### config.mk
export PLATFORM = sky130hd
export DESIGN_NAME = process_scheduler_flat
export DESIGN_NICKNAME = d
export VERILOG_FILES = /design/src/rtl/process_scheduler_if.sv /design/src/rtl/process_scheduler.sv /design/src/flat_wrapper.sv
export SDC_FILE = /design/constraint.sdc
export NUM_CORES = 1
export LEC_CHECK = 0
export CAP_MARGIN = 20
export CORE_UTILIZATION = 50
export DETAILED_ROUTE_END_ITERATION = 7
export PLACE_DENSITY_LB_ADDON = 0.05
export SLEW_MARGIN = 10
export SYNTH_ARGS = -nofsm -noshare
export SYNTH_HDL_FRONTEND = slang
export SYNTH_SLANG_ARGS = --single-unit
### constraint.sdc
create_clock -name clock -period 9.65 [get_ports clock]
set_clock_uncertainty 0.1 [all_clocks]
set_input_delay 0.965 -clock clock [delete_from_list [all_inputs] [get_ports clock]]
set_output_delay 0.965 -clock clock [all_outputs]
set_load 0.01 [all_outputs]
### src/rtl/process_scheduler_if.sv
// rtl/process_scheduler_if.sv - CPU-side signal bundle of the round-robin process scheduler
// master = CPU/loader side, slave = scheduler.
interface process_scheduler_if #(
   parameter int ID_W = 3
);
   logic            enable;
   logic [31:0]     pc;
   logic            load_valid;
   logic [ID_W-1:0] load_id;
   logic [31:0]     load_pc;
   logic            io_block;
   logic            io_done;
   logic [ID_W-1:0] io_id;
   logic            proc_end;
   logic            switch_ctx;
   logic [31:0]     next_pc;
   logic [ID_W-1:0] cur_proc;
   logic            running;
   logic            idle;

   modport master (
      output enable, pc, load_valid, load_id, load_pc, io_block, io_done, io_id, proc_end,
      input  switch_ctx, next_pc, cur_proc, running, idle
   );

   modport slave (
      input  enable, pc, load_valid, load_id, load_pc, io_block, io_done, io_id, proc_end,
      output switch_ctx, next_pc, cur_proc, running, idle
   );
endinterface

### src/rtl/process_scheduler.sv
// rtl/process_scheduler.sv - round-robin process scheduler with quantum preemption
// Holds per-slot state and saved PC; issues a one-cycle context-switch pulse.
module process_scheduler #(
   parameter int N_PROC  = 8,
   parameter int QUANTUM = 16,
   parameter int ID_W    = 3
) (
   input logic                clock,
   input logic                reset,
   process_scheduler_if.slave bus
);
   localparam int CNT_W = $clog2(QUANTUM);

   typedef enum logic [1:0] {
      FREE    = 2'b00,
      READY   = 2'b01,
      RUNNING = 2'b10,
      BLOCKED = 2'b11
   } slotStateT;

   typedef enum logic [1:0] {
      IDLE,
      SELECT,
      DISPATCH,
      RUN
   } ctrlStateT;

   slotStateT        slotState [N_PROC];
   logic [31:0]      savedPc [N_PROC];
   ctrlStateT        state;
   ctrlStateT        nextState;
   logic [CNT_W-1:0] quantumCount;
   logic [ID_W-1:0]  selSlot;
   logic [ID_W-1:0]  pickSlot;
   logic [ID_W-1:0]  probe;
   logic             pickFound;
   logic             anyReady;
   logic             evtEnd;
   logic             evtBlock;
   logic             evtExpire;
   logic             evtAny;
   logic             switchCtx;
   logic [31:0]      nextPc;
   logic [ID_W-1:0]  curProc;
   logic             isRunning;

   always_comb begin
      anyReady = 1'b0;
      for (int i = 0; i < N_PROC; i++) begin
         if (slotState[i] == READY) anyReady = 1'b1;
      end
   end

   // Walk offsets from the far end down so the nearest READY slot after curProc wins;
   // offset N_PROC wraps back to curProc itself.
   always_comb begin
      pickFound = 1'b0;
      pickSlot  = curProc;
      probe     = curProc;
      for (int i = N_PROC; i >= 1; i--) begin
         probe = curProc + ID_W'(i);
         if (slotState[probe] == READY) begin
            pickFound = 1'b1;
            pickSlot  = probe;
         end
      end
   end

   always_ff @(posedge clock or posedge reset) begin
      if (reset) state <= IDLE;
      else       state <= nextState;
   end

   always_comb begin
      nextState = state;
      evtEnd    = 1'b0;
      evtBlock  = 1'b0;
      evtExpire = 1'b0;
      case (state)
         IDLE:     if (anyReady) nextState = SELECT;
         SELECT:   nextState = pickFound ? DISPATCH : IDLE;
         DISPATCH: nextState = RUN;
         RUN: begin
            if (bus.proc_end)      evtEnd = 1'b1;
            else if (bus.io_block) evtBlock = 1'b1;
            else if (bus.enable && quantumCount == CNT_W'(QUANTUM - 1)) evtExpire = 1'b1;
            if (evtEnd || evtBlock || evtExpire) nextState = SELECT;
         end
         default:  nextState = IDLE;
      endcase
   end

   assign evtAny = evtEnd | evtBlock | evtExpire;

   // Load, io_done and scheduler events can never hit the same slot in one cycle:
   // each requires a different current state of that slot.
   always_ff @(posedge clock or posedge reset) begin
      if (reset) begin
         for (int i = 0; i < N_PROC; i++) begin
            slotState[i] <= FREE;
            savedPc[i]   <= '0;
         end
      end else begin
         for (int i = 0; i < N_PROC; i++) begin
            if (bus.load_valid && bus.load_id == ID_W'(i) && slotState[i] == FREE) begin
               slotState[i] <= READY;
               savedPc[i]   <= bus.load_pc;
            end
            if (bus.io_done && bus.io_id == ID_W'(i) && slotState[i] == BLOCKED) begin
               slotState[i] <= READY;
            end
         end
         if (evtEnd) slotState[curProc] <= FREE;
         if (evtBlock) begin
            slotState[curProc] <= BLOCKED;
            savedPc[curProc]   <= bus.pc + 32'd1;
         end
         if (evtExpire) begin
            slotState[curProc] <= READY;
            savedPc[curProc]   <= bus.pc + 32'd1;
         end
         if (state == DISPATCH) slotState[selSlot] <= RUNNING;
      end
   end

   always_ff @(posedge clock or posedge reset) begin
      if (reset) begin
         quantumCount <= '0;
         selSlot      <= '0;
         switchCtx    <= 1'b0;
         nextPc       <= '0;
         curProc      <= '0;
         isRunning    <= 1'b0;
      end else begin
         switchCtx <= 1'b0;
         if (state == SELECT && pickFound) selSlot <= pickSlot;
         if (state == DISPATCH) begin
            curProc      <= selSlot;
            nextPc       <= savedPc[selSlot];
            switchCtx    <= 1'b1;
            isRunning    <= 1'b1;
            quantumCount <= '0;
         end
         if (state == RUN) begin
            if (evtAny)          isRunning <= 1'b0;
            else if (bus.enable) quantumCount <= quantumCount + 1'b1;
         end
      end
   end

   assign bus.switch_ctx = switchCtx;
   assign bus.next_pc    = nextPc;
   assign bus.cur_proc   = curProc;
   assign bus.running    = isRunning;
   assign bus.idle       = (state == IDLE) && !anyReady;
endmodule

### src/flat_wrapper.sv
// flat-port wrapper written by rule: the top's interface ports become plain ports
module process_scheduler_flat 
#(
   parameter int N_PROC  = 8,
   parameter int QUANTUM = 16,
   parameter int ID_W    = 3
)
  (clock, reset, bus_enable, bus_pc, bus_load_valid, bus_load_id, bus_load_pc, bus_io_block, bus_io_done, bus_io_id, bus_proc_end, bus_switch_ctx, bus_next_pc, bus_cur_proc, bus_running, bus_idle);
  process_scheduler_if #(.ID_W(ID_W)) bus_i ();
  input logic clock;
  input logic reset;
  input wire logic [$bits(bus_i.enable)-1:0] bus_enable;
  input wire logic [$bits(bus_i.pc)-1:0] bus_pc;
  input wire logic [$bits(bus_i.load_valid)-1:0] bus_load_valid;
  input wire logic [$bits(bus_i.load_id)-1:0] bus_load_id;
  input wire logic [$bits(bus_i.load_pc)-1:0] bus_load_pc;
  input wire logic [$bits(bus_i.io_block)-1:0] bus_io_block;
  input wire logic [$bits(bus_i.io_done)-1:0] bus_io_done;
  input wire logic [$bits(bus_i.io_id)-1:0] bus_io_id;
  input wire logic [$bits(bus_i.proc_end)-1:0] bus_proc_end;
  output wire logic [$bits(bus_i.switch_ctx)-1:0] bus_switch_ctx;
  output wire logic [$bits(bus_i.next_pc)-1:0] bus_next_pc;
  output wire logic [$bits(bus_i.cur_proc)-1:0] bus_cur_proc;
  output wire logic [$bits(bus_i.running)-1:0] bus_running;
  output wire logic [$bits(bus_i.idle)-1:0] bus_idle;
  assign bus_i.enable = bus_enable;
  assign bus_i.pc = bus_pc;
  assign bus_i.load_valid = bus_load_valid;
  assign bus_i.load_id = bus_load_id;
  assign bus_i.load_pc = bus_load_pc;
  assign bus_i.io_block = bus_io_block;
  assign bus_i.io_done = bus_io_done;
  assign bus_i.io_id = bus_io_id;
  assign bus_i.proc_end = bus_proc_end;
  assign bus_switch_ctx = bus_i.switch_ctx;
  assign bus_next_pc = bus_i.next_pc;
  assign bus_cur_proc = bus_i.cur_proc;
  assign bus_running = bus_i.running;
  assign bus_idle = bus_i.idle;
  process_scheduler #(.N_PROC(N_PROC), .QUANTUM(QUANTUM), .ID_W(ID_W)) u_core (.clock(clock), .reset(reset), .bus(bus_i));
endmodule
# After elaboration in Yosys (flattened, before gate mapping)
# Index checks and enable logic that the tools add are counted.
totals:
  register_bits: 318
  latch_bits: 0
  ramBits: 0
  mem_bits_ro: 0
  input_bits: 77
  output_inout_bits: 38
  wordCells: 271
  mem_count: 0
classes:
  addsub: 9
  multipliers: 0
  n_div: 0
  n_lt_le_gt_ge: 11
  n_eq_ne: 44
  shifts: 0
  muxes: 112
  n_bitwise: 20
  reduce_logical: 52
ops:
  columns: ["operator", "count"]
  rows:
  - ["bitwise mux 256 bit", 2]
  - ["2-to-1 mux 256 bit", 2]
  - ["2-to-1 mux 32 bit", 11]
  - ["binary-select mux 32 bit (select 3 bit)", 1]
  - ["demux 32 bit (select 3 bit)", 1]
  - ["2-to-1 mux 2 bit", 37]
  - ["2-to-1 mux 16 bit", 4]
  - ["binary-select mux 2 bit (select 3 bit)", 8]
  - ["logical AND 1 bit", 37]
  - ["greater-or-equal comparator 4 bit (second input constant)", 9]
  - ["inverter 3 -> 4 bit", 9]
  - ["== test 2 x 1 -> 1 bit (second input constant)", 17]
  - ["adder 32 x 1 -> 32 bit (second input constant)", 1]
  - ["2-to-1 mux 1 bit", 32]
  - ["== test 3 bit (second input constant)", 8]
  - ["2-to-1 mux 3 bit", 7]
  - ["== test 2 bit (second input constant)", 10]
  - ["logical NOT 2 bit", 9]
  - ["bitwise AND 16 bit", 1]
  - ["bitwise AND 8 bit", 2]
  - ["2-to-1 mux 4 bit", 4]
  - ["inverter 16 bit", 1]
  - ["inverter 8 bit", 2]
  - ["bitwise OR 16 bit", 1]
  - ["other kinds (17)", 32]

# Depth between registers and ports, before layout
# Gate-level depths: netlist (run 1).
depth:
  depth_word: 15
  depth_mapped: 11
  ltp_nobuf: 9

# Worst setup path before layout (run 1)
# Ideal clock, no wire load.
synth_timing:
  kind: "register to register"
  from: "register u_core.curProc[1] (netlist: u_core.bus.cur_proc[1])"
  to: "register u_core.selSlot[0]"
  setup_time_ns: 0.127
  arrival_ns: 2.510
  required_time_ns: 9.423
  path_slack_ns: 6.913
  stages_incl_launch_ff: 11
  n_path_buf: 2
  synth_period_minus_slack_ns: 2.737
  path_cell_list: "dfrtp_1 > buf_2 > inv_2 > ha_1 > buf_6 > mux4_2 > mux2i_4 > o221ai_2 > a221oi_2 > xnor2_1 > o21ai_1"
synth_via:
  elab_chain_len: 14
  elab_cells_between_ends: 63
  cone_classes: "add/sub: 7; eq/ne: 8; mux: 39; bitwise: 8; reduce/logical: 1"
synth_rtl:
  columns: ["element", "line_no", "rtl"]
  rows:
  - ["from (decl)", "process_scheduler.sv:44", "logic [ID_W-1:0] curProc;"]
  - ["from (signal assigned)", "process_scheduler.sv:138", "curProc <= selSlot;"]
  - ["adder 3 bit or inverter 3 -> 4 bit (tied branches)", "process_scheduler.sv:61, process_scheduler.sv:62", null]
  - ["inverter 3 -> 4 bit (implied by the code) or binary-select mux 2 bit (select 3 bit) (tied branches)", "process_scheduler.sv:62", "if (slotState[probe] == READY) begin"]
  - ["binary-select mux 2 bit (select 3 bit) or 2-to-1 mux 2 bit (tied branches)", "process_scheduler.sv:62", null]
  - ["2-to-1 mux 2 bit (implied by the code)", "process_scheduler.sv:62", null]
  - ["2-to-1 mux 2 bit (implied by the code) or == test 2 x 1 -> 1 bit (tied branches)", "process_scheduler.sv:62", null]
  - ["== test 2 x 1 -> 1 bit or 2-to-1 mux 1 bit (tied branches)", "process_scheduler.sv:62", null]
  - ["2-to-1 mux 1 bit (7 in series)", "process_scheduler.sv:62", null]
  - ["logical AND 1 bit", "process_scheduler.sv:136", "if (state == SELECT && pickFound) selSlot <= pickSlot;"]
  - ["to (signal assigned)", "process_scheduler.sv:136", null]
  - ["to (decl)", "process_scheduler.sv:33", "logic [ID_W-1:0] selSlot;"]
# Parallel ways exist; a longest one is shown, timed or not. The select of a mux whose other input is x is not followed.
# A chain may end at the register's enable or synchronous reset.

# Worst setup path after layout (run 1)
layout_timing:
  from: "register u_core.curProc[0] (netlist: u_core.bus.cur_proc[0])"
  to: "register u_core.selSlot[1]"
# Same word-level chain as after synthesis.

==> impl_metrics.toml, run 1 <==
[floorplanning]
initial_utilization = 0.510
core_um2 = 34700
rows = 68
pin_count = 115
die_area_um2 = 36100
die_x_um = 190
dieHeight_um = 190

[place]
place_hpwl_um = 32400
dpl.cell_count = 2482
io_buffer_count = 114
place.gp.congestion = 0.916

[yosys]
synth_fp_nets = 2161
synth_ff_type = "dfrtp_1"
synth_top_area_frac = 0.450
ys_warn_count = 0
synthesis.area_um2 = 17700
syn_inst = 2072
avgSynthCellArea_um2 = 8.54
synthTopCellsByArea = "dfrtp_1 45%, nand2_1 14%, mux4_2 9.0%"
ys_async_sr_fraction = 1.00
synth_seq_area_share = 0.450
synth_cell_types = 56
yosysTopAreaCell = "dfrtp_1"
synth-seq-cells = 318
synth_edf_count = 0

[power]
peakVddDrop_mv = 0.259
powerDensity_nw_per_um2 = 276
power.total_mw = 5.57
leakagePower_nw = 8.61

[clock_network]
cts_buffers = 37
clkTransAtPathRegs_ps = 60
clock_latency_ps = 530
htree_num_levels = 2
cts_num_sinks = 318
cts_hold_buf = 0
clk_path_buf_depth = 3
cts_resized = 0
cts_setup_buffers = 0
tritoncts = "done"
clock-root-buffer = "clkbuf_16"

[critical_path]
worst_path_max_delay_cell = "dfrtp_1"
cp_num_buf_inv = 1
crit_path_cell_trace = "inv_2, ha_1, or4bb_1, a41oi_2, nor2_1, nand2_1, o21ai_1, and4b_1, o31ai_1"
worstSetupPathType = "flip-flop to flip-flop"
crit_arrival_ps = 4220
crit_family = "simple AND/OR/NAND/NOR gates"
slowest_delay_ps = 950
required_ps = 9960
ff2ff_setup_slack_ps = 5750
path_max_fanout = 22
worstReg2RegEnd = "u_core.selSlot[1]$_DFFE_PP0P_"
reg2reg_depth = 9
start_kind = "flip-flop"
r2r_start = "u_core.bus.cur_proc[0]$_DFFE_PP0P_"
critPathCaptureType = "flip-flop"

[worst_hold_path]
hold_depth = 1
min_from = "u_core.quantumCount[3]$_DFF_PP0_"
hold_end = "u_core.quantumCount[3]$_DFF_PP0_"
hold_class = "flip-flop to flip-flop"

[detailed_routing]
first_iter_violations = 1535
wl_per_cell_um = 23.0
met2_length_um = 26400
drt-pass1-iter-count = 6
drt-met1-wl_um = 25100
wirelength_um = 58500
vias = 15700
viasPerCell = 6.17
wl_met3_um = 5140
drt_drc_violations_left = 0
top_layer = "met5"
ant_nets = 0

[timing]
slew_violations = 0
setup_viol = 0
holdWs_ps = 393
fmax_mhz = 256
tns_ps = 0
relSlewSlack = 0.266
rsz0062_at_grt = "no"
fin_crit_ps = 3900
tightestPinTransition_ps = 1100
finalCritPeriodShare = 0.405
hold_viol = 0

[layout]
layout.cells.non_filler = 2546
area_growth_pct = 14.1
final_util = 0.582
drive_gt1_frac = 0.0943
mostFrequentLayoutCells = "669 x nand2_1, 315 x dfrtp_1, 259 x nor2_1"
nFillCells = 3104
nets = 2156
layout_commonest_cell = "nand2_1"

[global_routing]
grt_max_degree = 158
track_usage = 0.330
grt_first_pass_wirelength_um = 90500
grt_overflow_total = 0
grt_antenna_before_repair = 3
first_global_vias = 15300

[flow_run]
drv_cap = 0

[run_status]
status = "finished, final reports clean"
-- how the worst max path moves through the flow --
stage	start	endpoint	slack, ps	cells past startpoint
2_1_floorplan	reset	u_core.bus.cur_proc[0]$_DFFE_PP0P_	4350	1
3_3_place_gp	bus_pc[0]	u_core.savedPc[63]$_DFF_PP0_	5480	7
3_5_place_dp	bus_pc[0]	u_core.savedPc[223]$_DFF_PP0_	5420	7
4_1_cts	u_core.bus.cur_proc[0]$_DFFE_PP0P_	u_core.selSlot[1]$_DFFE_PP0P_	5840	9
5_1_grt	u_core.bus.cur_proc[0]$_DFFE_PP0P_	u_core.selSlot[1]$_DFFE_PP0P_	5510	9
6_report	u_core.bus.cur_proc[0]$_DFFE_PP0P_	u_core.selSlot[1]$_DFFE_PP0P_	5750	9
-- sequential cells by signal, indices dropped and copies added, names as in the netlist --
name,count
u_core.savedPc,256
u_core.state,2
u_core.bus.switch_ctx,1
u_core.bus.running,1
u_core.selSlot,3
u_core.bus.cur_proc,3
u_core.quantumCount,4
u_core.bus.next_pc,32
u_core.slotState,16
-- metrics by stage --
step	area [um^2]	worst slack, ps
floorplan	17700	4350
global placement	18900	5480
detailed placement	18900	5420
CTS	20200	5840
global route	20200	5510
finish	20200	5750
-- synthesized netlist by cell type (3+ instances only) --
cell type    n
buf_2       30
xor2_1       8
o221ai_1    10
o211ai_1     8
o2111ai_1    3
a21oi_1     47
nand2b_1    16
xnor2_1     16
clkbuf_1   103
inv_2       10
and3_1       8
nand2_1    669
o21ai_0     63
nor2b_1     11
buf_1       41
o22ai_1      8
a31oi_1    203
buf_4        4
mux2i_1     34
ha_1        12
o21ai_1      7
xor2_2       8
and4_1       6
nor3_1       4
nand4_1      6
or4bb_1      4
dfrtp_1    318
mux4_2      71
nand3_1     27
or4_1        8
inv_1       13
nor2_1     259
-- routing by layer --
metal	up-vias	GRT usage
li1	7063	-
met1	7737	0.468
met2	771	0.512
met3	137	0.0561
met4	4	0.111
met5	-	0
-- layout make-up --
cell class	count	area, um^2	share of cell area
tap	455	569	0.0282
clock buffer	48	1080	0.0535
multi-input combinational	1549	8950	0.443
antenna	1	2.50	0.000124
inverter	23	90.1	0.00446
sequential	318	7960	0.395
timing repair buffer	138	1350	0.0667
clock inverter	14	185	0.00917
-- cells by family (layout without fill, tap and decap cells) --
| group | after synthesis | count (layout) | synth area share |
|---|---|---|---|
| AND/OR/NAND/NOR | 1036 | 1036 | 0.238 |
| AO/OA/AOI/OAI | 361 | 361 | 0.125 |
| flip-flops | 318 | 318 | 0.450 |
| buffers and inverters | 205 | 223 | 0.0474 |
| multiplexers | 106 | 106 | 0.111 |
| XOR/XNOR | 34 | 34 | 0.0211 |
| adder cells (fa/ha/maj) | 12 | 12 | 0.00849 |
| other | 0 | 1 | 0 |
-- report_power, final --
group	internal, mW	total, mW	switching (mW)
clock network	0.894	1.47	0.578
logic	0.964	1.92	0.951
registers	1.79	2.18	0.390
total	3.65	5.57	1.92
(Power assumes the default switching activity.)
==> run 2, diff against run 1 <==
==> constraint.sdc (replaced) <==
create_clock -name clock -period 3.38 [get_ports clock]
set_clock_uncertainty 0.1 [all_clocks]
set_input_delay 0.338 -clock clock [delete_from_list [all_inputs] [get_ports clock]]
set_output_delay 0.338 -clock clock [all_outputs]
set_load 0.01 [all_outputs]
==> run 2 against run 1 <==
Effect of this change:
- non-clock buffer count up 42
- sequential power rose to 2.8 times the previous value
- combinational power rose to 3.0 times the previous value
- clock power grew to 2.7 times the previous value
==> impl_metrics.toml, run 2 (synthesis results as in run 1) <==
[detailed_routing]
wirelength_um = 59400
wl_per_cell_um = 22.9
first_iter_violations = 1452
ant_nets = 0
drt_drc_violations_left = 0
drt-pass1-iter-count = 6
vias = 15900
viasPerCell = 6.12

[layout]
layout.cells.non_filler = 2589
nets = 2198
nFillCells = 3033
layout_commonest_cell = "nand2_1"
area_growth_pct = 16.7
drive_gt1_frac = 0.109
largest_reg_flops = 256
final_util = 0.595
postLayoutCellArea_um2 = 20600
antennaDiodeCount = 0
largest-register = "u_core.savedPc"
mostFrequentLayoutCells = "669 x nand2_1, 315 x dfrtp_1, 259 x nor2_1"

[timing]
tns_ps = 0
holdWs_ps = 125
tightestPinTransition_ps = 1090
setup_viol = 0
finalCritPeriodShare = 0.833
hold_viol = 0
rsz0062_at_grt = "no"
fin_crit_ps = 2820
fmax_mhz = 355
relSlewSlack = 0.272
setup_ws_ps = 564
slew_violations = 0

[floorplanning]
initial_utilization = 0.510
core_um2 = 34700
die_area_um2 = 36100
rows = 68
dieHeight_um = 190
pin_count = 115
die_x_um = 190

[critical_path]
required_ps = 3680
slowest_delay_ps = 590
critPathCaptureType = "flip-flop"
crit_path_cell_trace = "inv_2, ha_1, or4bb_1, a41oi_2, nor2_1, o221ai_2, a221oi_2, xnor2_1, o21ai_1"
cp_num_buf_inv = 1
crit_arrival_ps = 3120
start_kind = "flip-flop"
path_max_fanout = 15
crit_family = "simple AND/OR/NAND/NOR gates"
worst_path_max_delay_cell = "ha_1"
reg2reg_depth = 9
worstSetupPathType = "flip-flop to flip-flop"
cp.depth = 9

[power]
leakagePower_nw = 8.86
peakVddDrop_mv = 0.622
intPower_mw = 10.2
clockPowerShare = 0.248
power.total_mw = 15.7
p_switching_mw = 5.50
powerDensity_nw_per_um2 = 763
p_sw_frac = 0.349
seqPwrFrac = 0.389
p_comb_frac = 0.363

[clock_network]
cts_buffers = 37
clkTransAtPathRegs_ps = 60
htree_num_levels = 2
tritoncts = "done"
clock_latency_ps = 540
cts_hold_buf = 0
cts_num_sinks = 318
clock-root-buffer = "clkbuf_16"
clk_path_buf_depth = 3
cts_resized = 0
cts_setup_buffers = 0

[global_routing]
track_usage = 0.339
grt_overflow_total = 0
grt_max_degree = 82
first_global_vias = 15700
grt_antenna_before_repair = 0
grt_first_pass_wirelength_um = 93200

[place]
place_area_um2 = 19500
place_hpwl_um = 35800
place.gp.congestion = 0.942
io_buffer_count = 114
preCtsSetupSlack_ps = 422
dpl.cell_count = 2525

[run_status]
status = "finished, final reports clean"

[worst_hold_path]
hold_class = "primary input to async pin"

[flow_run]
drv_cap = 0
==> run 2: final cells by class <==
| cell class | instances | area (um^2) | area share |
|---|---|---|---|
| tap | 455 | 569 | 0.0276 |
| sequential | 318 | 7960 | 0.386 |
| multi-input combinational | 1549 | 8950 | 0.434 |
| inverter | 23 | 90.1 | 0.00436 |
| timing repair buffer | 180 | 1910 | 0.0926 |
| clock inverter | 7 | 45.0 | 0.00218 |
| clock buffer | 57 | 1110 | 0.0539 |
==> run 2: worst register-to-register path, stage by stage (launching register included) <==
cell,delay (ps)
dfrtp_1,360
inv_2,50
ha_1,590
or4bb_1,590
a41oi_2,320
nor2_1,140
o221ai_2,210
a221oi_2,90
xnor2_1,180
o21ai_1,80
==> run 2: path summary, 6_finish.rpt <==
check	start	to	slack, ps
max	u_core.bus.cur_proc[1]$_DFFE_PP0P_	u_core.selSlot[0]$_DFFE_PP0P_	560
min	reset	u_core.savedPc[217]$_DFF_PP0_	130
max reg2reg	u_core.bus.cur_proc[1]$_DFFE_PP0P_	u_core.selSlot[0]$_DFFE_PP0P_	560
min reg2reg	u_core.quantumCount[3]$_DFF_PP0_	u_core.quantumCount[3]$_DFF_PP0_	390
max in group asynchronous	reset	u_core.savedPc[109]$_DFF_PP0_	2210
min in group clock	bus_enable	u_core.quantumCount[1]$_DFF_PP0_	340
==> run 2: layer usage <==
layer,global-route usage,part of all wire,vias to the layer above
li1,-,-,7147
met1,0.484,0.43,7774
met2,0.528,0.46,797
met3,0.0469,0.084,138
met4,0.124,0.031,0
met5,0,0,-
==> run 2: power by group through the flow <==
stage,combinational [mW],clock (mW),sequential (mW)
3_5_place_dp,5.69,0,6.14
4_1_cts,5.72,3.94,6.09
2_1_floorplan,4.09,0,5.80
5_1_grt,6.29,4.08,6.27
3_3_place_gp,5.56,0,6.10
6_report,5.71,3.90,6.13
==> run 3, diff against run 2 <==
==> constraint.sdc (replaced) <==
create_clock -name clock -period 2.3 [get_ports clock]
set_clock_uncertainty 0.1 [all_clocks]
set_input_delay 0.23 -clock clock [delete_from_list [all_inputs] [get_ports clock]]
set_output_delay 0.23 -clock clock [all_outputs]
set_load 0.01 [all_outputs]
==> run 3 against run 2 <==
Effect of this change:
- the flow now finishes with violations (negative setup slack)
- cell count grew 4.6%
- wire length up 6.4%
- via count rose by 4.4%
- non-clock buffer count increased by 117
- utilization increased by 3.7 points
- fmax rose by 19%
- worst hold slack better by 120 ps
- first-iteration DRC count increased by 19%
- critical path type unchanged
- largest power group is now combinational logic
- highest routed layer unchanged
==> impl_metrics.toml, run 3 (synthesis results as in run 1) <==
[global_routing]
first_global_vias = 15900
grt_max_degree = 88
track_usage = 0.346
grt_first_pass_wirelength_um = 94200
grt_overflow_total = 0
grt_antenna_before_repair = 1

[clock_network]
htree_num_levels = 2
clock_latency_ps = 560
clock-root-buffer = "clkbuf_16"
tritoncts = "done"
clk_path_buf_depth = 3
cts_num_sinks = 318
cts_buffers = 37
clkTransAtPathRegs_ps = 60

[timing]
rsz0062_at_grt = "yes"
tns_ps = -167
finalCritPeriodShare = 1.03
fmax_mhz = 422
holdWs_ps = 247
tightestPinTransition_ps = 788
fin_crit_ps = 2370
hold_viol = 0
setup_viol = 3
setup_ws_ps = -67.5
relSlewSlack = 0.475
slew_violations = 0

[layout]
mostFrequentLayoutCells = "668 x nand2_1, 313 x dfrtp_1, 259 x nor2_1"
layout_commonest_cell = "nand2_1"
largest-register = "u_core.savedPc"
area_growth_pct = 24.0
final_util = 0.632
layout.cells.non_filler = 2708
largest_reg_flops = 256
nets = 2315
drive_gt1_frac = 0.166

[place]
preCtsSetupSlack_ps = -334
io_buffer_count = 114
dpl.cell_count = 2636
place_hpwl_um = 38200
place.gp.congestion = 0.932

[critical_path]
ff2ff_setup_slack_ps = -70
slowest_delay_ps = 470
start_kind = "flip-flop"
path_max_fanout = 10
required_ps = 2610
crit_arrival_ps = 2680
r2r_start = "u_core.bus.cur_proc[0]$_DFFE_PP0P_"
critPathCaptureType = "flip-flop"
worstSetupPathType = "flip-flop to flip-flop"
crit_start = "u_core.bus.cur_proc[0]$_DFFE_PP0P_"
worst_path_max_delay_cell = "or4bb_4"
crit_path_cell_trace = "inv_2, ha_4, or4bb_4, a41oi_2, nor2_1, o221ai_2, a221oi_2, xnor2_1, o21ai_1"

[detailed_routing]
drt-pass1-iter-count = 6
wl_per_cell_um = 23.3
drt_drc_violations_left = 0
ant_nets = 0
wirelength_um = 63200
first_iter_violations = 1723
vias = 16600
viasPerCell = 6.11

[worst_hold_path]
hold_class = "primary input to flip-flop"
min_from = "bus_enable"

[floorplanning]
pin_count = 115
initial_utilization = 0.510
die_x_um = 190
rows = 68
core_um2 = 34700
dieHeight_um = 190
die_area_um2 = 36100

[run_status]
status = "finished with violations"
violations = "negative setup slack"

[power]
powerDensity_nw_per_um2 = 1110
peakVddDrop_mv = 0.821
leakagePower_nw = 9.58

[flow_run]
drv_cap = 0
==> run 3: cell count changes in the layout (fill, tap and decap cells not counted), moves of 3 or more <==
cell       before  now
buf_4          44  141
buf_12         22   36
clkbuf_1       11    6
bufinv_16       0    4
buf_6           0    3
==> run 3: metrics by stage <==
stage | power [mW] | instance area (um^2)
2_1_floorplan | 14.6 | 17700
3_3_place_gp | 17.7 | 20500
3_5_place_dp | 17.9 | 20500
4_1_cts | 24.3 | 21800
5_1_grt | 25.7 | 21900
6_report | 24.4 | 21900
==> run 3: layout make-up <==
type,instances,area [um^2]
antenna,1,2.50
inverter,23,90.1
timing repair buffer,297,3010
multi-input combinational,1549,9040
fill,2984,12800
sequential,318,7970
clock inverter,13,193
tap,455,569
clock buffer,52,1070
==> run 3: path summary, 6_finish.rpt <==
check,cells past startpoint,endpoint
min in group asynchronous,3,u_core.bus.next_pc[20]$_DFFE_PP0P_
worst max register to register,9,u_core.selSlot[0]$_DFFE_PP0P_
worst min-delay path,3,u_core.quantumCount[1]$_DFF_PP0_
max in group asynchronous,5,u_core.savedPc[85]$_DFF_PP0_
worst min register to register,1,u_core.quantumCount[3]$_DFF_PP0_
worst max-delay path,9,u_core.selSlot[0]$_DFFE_PP0P_
==> run 3: worst max-delay path, delay by kind of cell (launching register included) <==
| kind | cells | cell delay [ps] |
|---|---|---|
| AO/OA/AOI/OAI | 4 | 620 |
| AND/OR/NAND/NOR | 2 | 590 |
| flip-flops | 1 | 380 |
| adder cells (fa/ha/maj) | 1 | 320 |
| XOR/XNOR | 1 | 160 |
| buffers and inverters | 1 | 70 |
==> run 3: timing repair <==
action	4_1_cts	5_1_grt
pin swaps	5	5
hold buffers	1	0
buffers inserted	1	2
gates cloned	0	2
endpoints found under the setup margin	4	74
gates resized for setup	15	13
endpoints found under the hold margin	2	0
==> run 3: power by group <==
part / switching [mW] / internal [mW] / total [mW]
Combinational: 4.59 / 4.78 / 9.37
Clock: 2.50 / 3.72 / 6.22
Sequential: 1.32 / 7.51 / 8.83
Total: 8.41 / 16.0 / 24.4
==> run 3: layer usage <==
| layer | share of wire | track usage | vias to the layer above | routed length, um |
|---|---|---|---|---|
| li1 | - | - | 7388 | - |
| met3 | 0.090 | 0.0563 | 154 | 5680 |
| met4 | 0.033 | 0.124 | 0 | 2110 |
| met1 | 0.41 | 0.475 | 8175 | 25700 |
| met5 | 0 | 0 | - | 0 |
| met2 | 0.47 | 0.554 | 837 | 29800 |
==> edit: new RTL, config.mk and constraints of run 2 <==
`N_PROC` is set to 8 in 2 places; all go to 16.
--- a/src/rtl/process_scheduler.sv
+++ b/src/rtl/process_scheduler.sv
@@ -2,5 +2,5 @@
 // Holds per-slot state and saved PC; issues a one-cycle context-switch pulse.
 module process_scheduler #(
-   parameter int N_PROC  = 8,
+   parameter int N_PROC  = 16,
    parameter int QUANTUM = 16,
    parameter int ID_W    = 3
--- a/src/flat_wrapper.sv
+++ b/src/flat_wrapper.sv
@@ -2,5 +2,5 @@
 module process_scheduler_flat 
 #(
-   parameter int N_PROC  = 8,
+   parameter int N_PROC  = 16,
    parameter int QUANTUM = 16,
    parameter int ID_W    = 3
Check against the original RTL: not settled (the Yosys comparison gave no result); the edit may change what the design does.
==> edit against run 2 <==
- the run now ends with DRC left
- synthesized cell count shrank 13%
- total power up 3.2%
- routed wire length down 8.0%
- sequential cell count rose by 8
- critical path depth is 4 lower
- worst setup slack got worse by 0.49 ns
- synthesized area up 2.7%
- die area up 2.7%
- cell area rose by 3.6%
- critical endpoint is now bus_idle
==> edit: results (changes against run 2) <==
** Drt
- The iteration-0 DRC count of the detailed router was 1,197 (-18%).
- The via count of the routed design is 14,400 (-9.3%).
- The total detailed-routing wirelength came to 54,600 microns (-8.0%).
- Sum of routed wire segments on met1 :: 24,200 microns (-4.4%)
- Detailed-route DRC error count :: 6 (+6)

** Cells and area
- Nets :: 1,987 (-9.6%)
- The area share of buffers outside the clock network came to 8.85% (-0.41 points).
- The count of clock buffers in the final design is 54 (-5.3%).
- Nonclk buf count :: 189 (+5.0%)
- The register share of the cell area came to 38.2% (-0.37 points).
- Storage cell area :: 0.00817 sq mm (+2.6%)
- The ratio of cells with drive above 1 in the final layout was 18.7% (+7.8 points).
- The area of the multi-input gates is 0.00943 sq mm (+5.4%).
- Final clock-cell share :: 5.68% (+0.065 points)

** Pwr
- The combinational logic power was 5930 uW (+3.9%).
- Leakage dissipation :: 0.00905 uW (+2.1%)
- The power dissipated in the clock network came to 4070 uW (+4%).
- Worst supply voltage drop on vdd :: 0.410 mV (-34%)
- Seq. pwr :: 6240 uW (+2%)

** Clocking
- The post-cts sizing count was 5 (+5).

** Setup path
- CP peak stage delay :: 0.54 ns (-0.05 ns)
- For this design, the slowest cell found on the critical path is sky130_fd_sc_hd__or4_4.
- Arr. time, crit path :: 2.87 ns (-0.25 ns)
- Tracing the worst setup path back leads to its startpoint at u_core.slotState[26].
- Crit Reg-Reg Startpoint :: u_core.bus.cur_proc[0]

** Place
- Worst setup timing slack at the placement stage :: 0.126 ns (-0.296 ns)
- The instance area after placement is 0.0201 sq mm (+3.3%).

** Global routing
- The met1 layer usage reported by global route was 42.8% (-5.6 points).
- Largest net degree at the start of global routing :: 66 (-20%)
- The met2 usage is 48.1% (-4.6 points).

** Yosys
- The post-synthesis cell type count is 68 (+21%).
- After synthesis, the cell types taking the most area are sky130_fd_sc_hd__dfrtp_1, sky130_fd_sc_hd__mux4_2, sky130_fd_sc_hd__mux2_2.
- Sequential area share after synthesis :: 44.9% (-0.094 points)

** Outcome
- The run finished, with violations left.
- The checks that failed: DRC.

** Timing
- The pin slew with the least headroom to its limit is 1.06 ns (-0.0318 ns).
- The final critical delay including setup and external delays came to 3.31 ns (+0.494 ns).
- Worst Hold Slack :: 0.0856 ns (-0.0396 ns)
## edit: cell types whose count changed after synthesis, moves of 43 or more
cell,run 2,this run
sky130_fd_sc_hd__nand2_1,669,264
sky130_fd_sc_hd__mux2_2,0,115
sky130_fd_sc_hd__a31oi_1,203,56
sky130_fd_sc_hd__o21ai_1,7,50
sky130_fd_sc_hd__a21oi_1,47,131
sky130_fd_sc_hd__nor2_1,259,202
sky130_fd_sc_hd__mux2i_1,34,127
## edit: kinds of logic after synthesis
logic type | after synthesis | share of synthesized area [%]
AOI/OAI and AO/OA | 359 | 11.1
and+or+nand+nor | 599 | 14.5
xor gates and xnor gates | 32 | 1.54
DFF | 326 | 44.9
adders and majority gates | 12 | 0.826
muxes | 317 | 23.3
buffers and inverters | 167 | 3.77
## edit: worst max path at each step
stage / end
floorplan: u_core.bus.cur_proc[0]
global placement: u_core.savedPc[319]
detailed placement: u_core.savedPc[511]
CTS: bus_idle
global route: bus_idle
finish: bus_idle
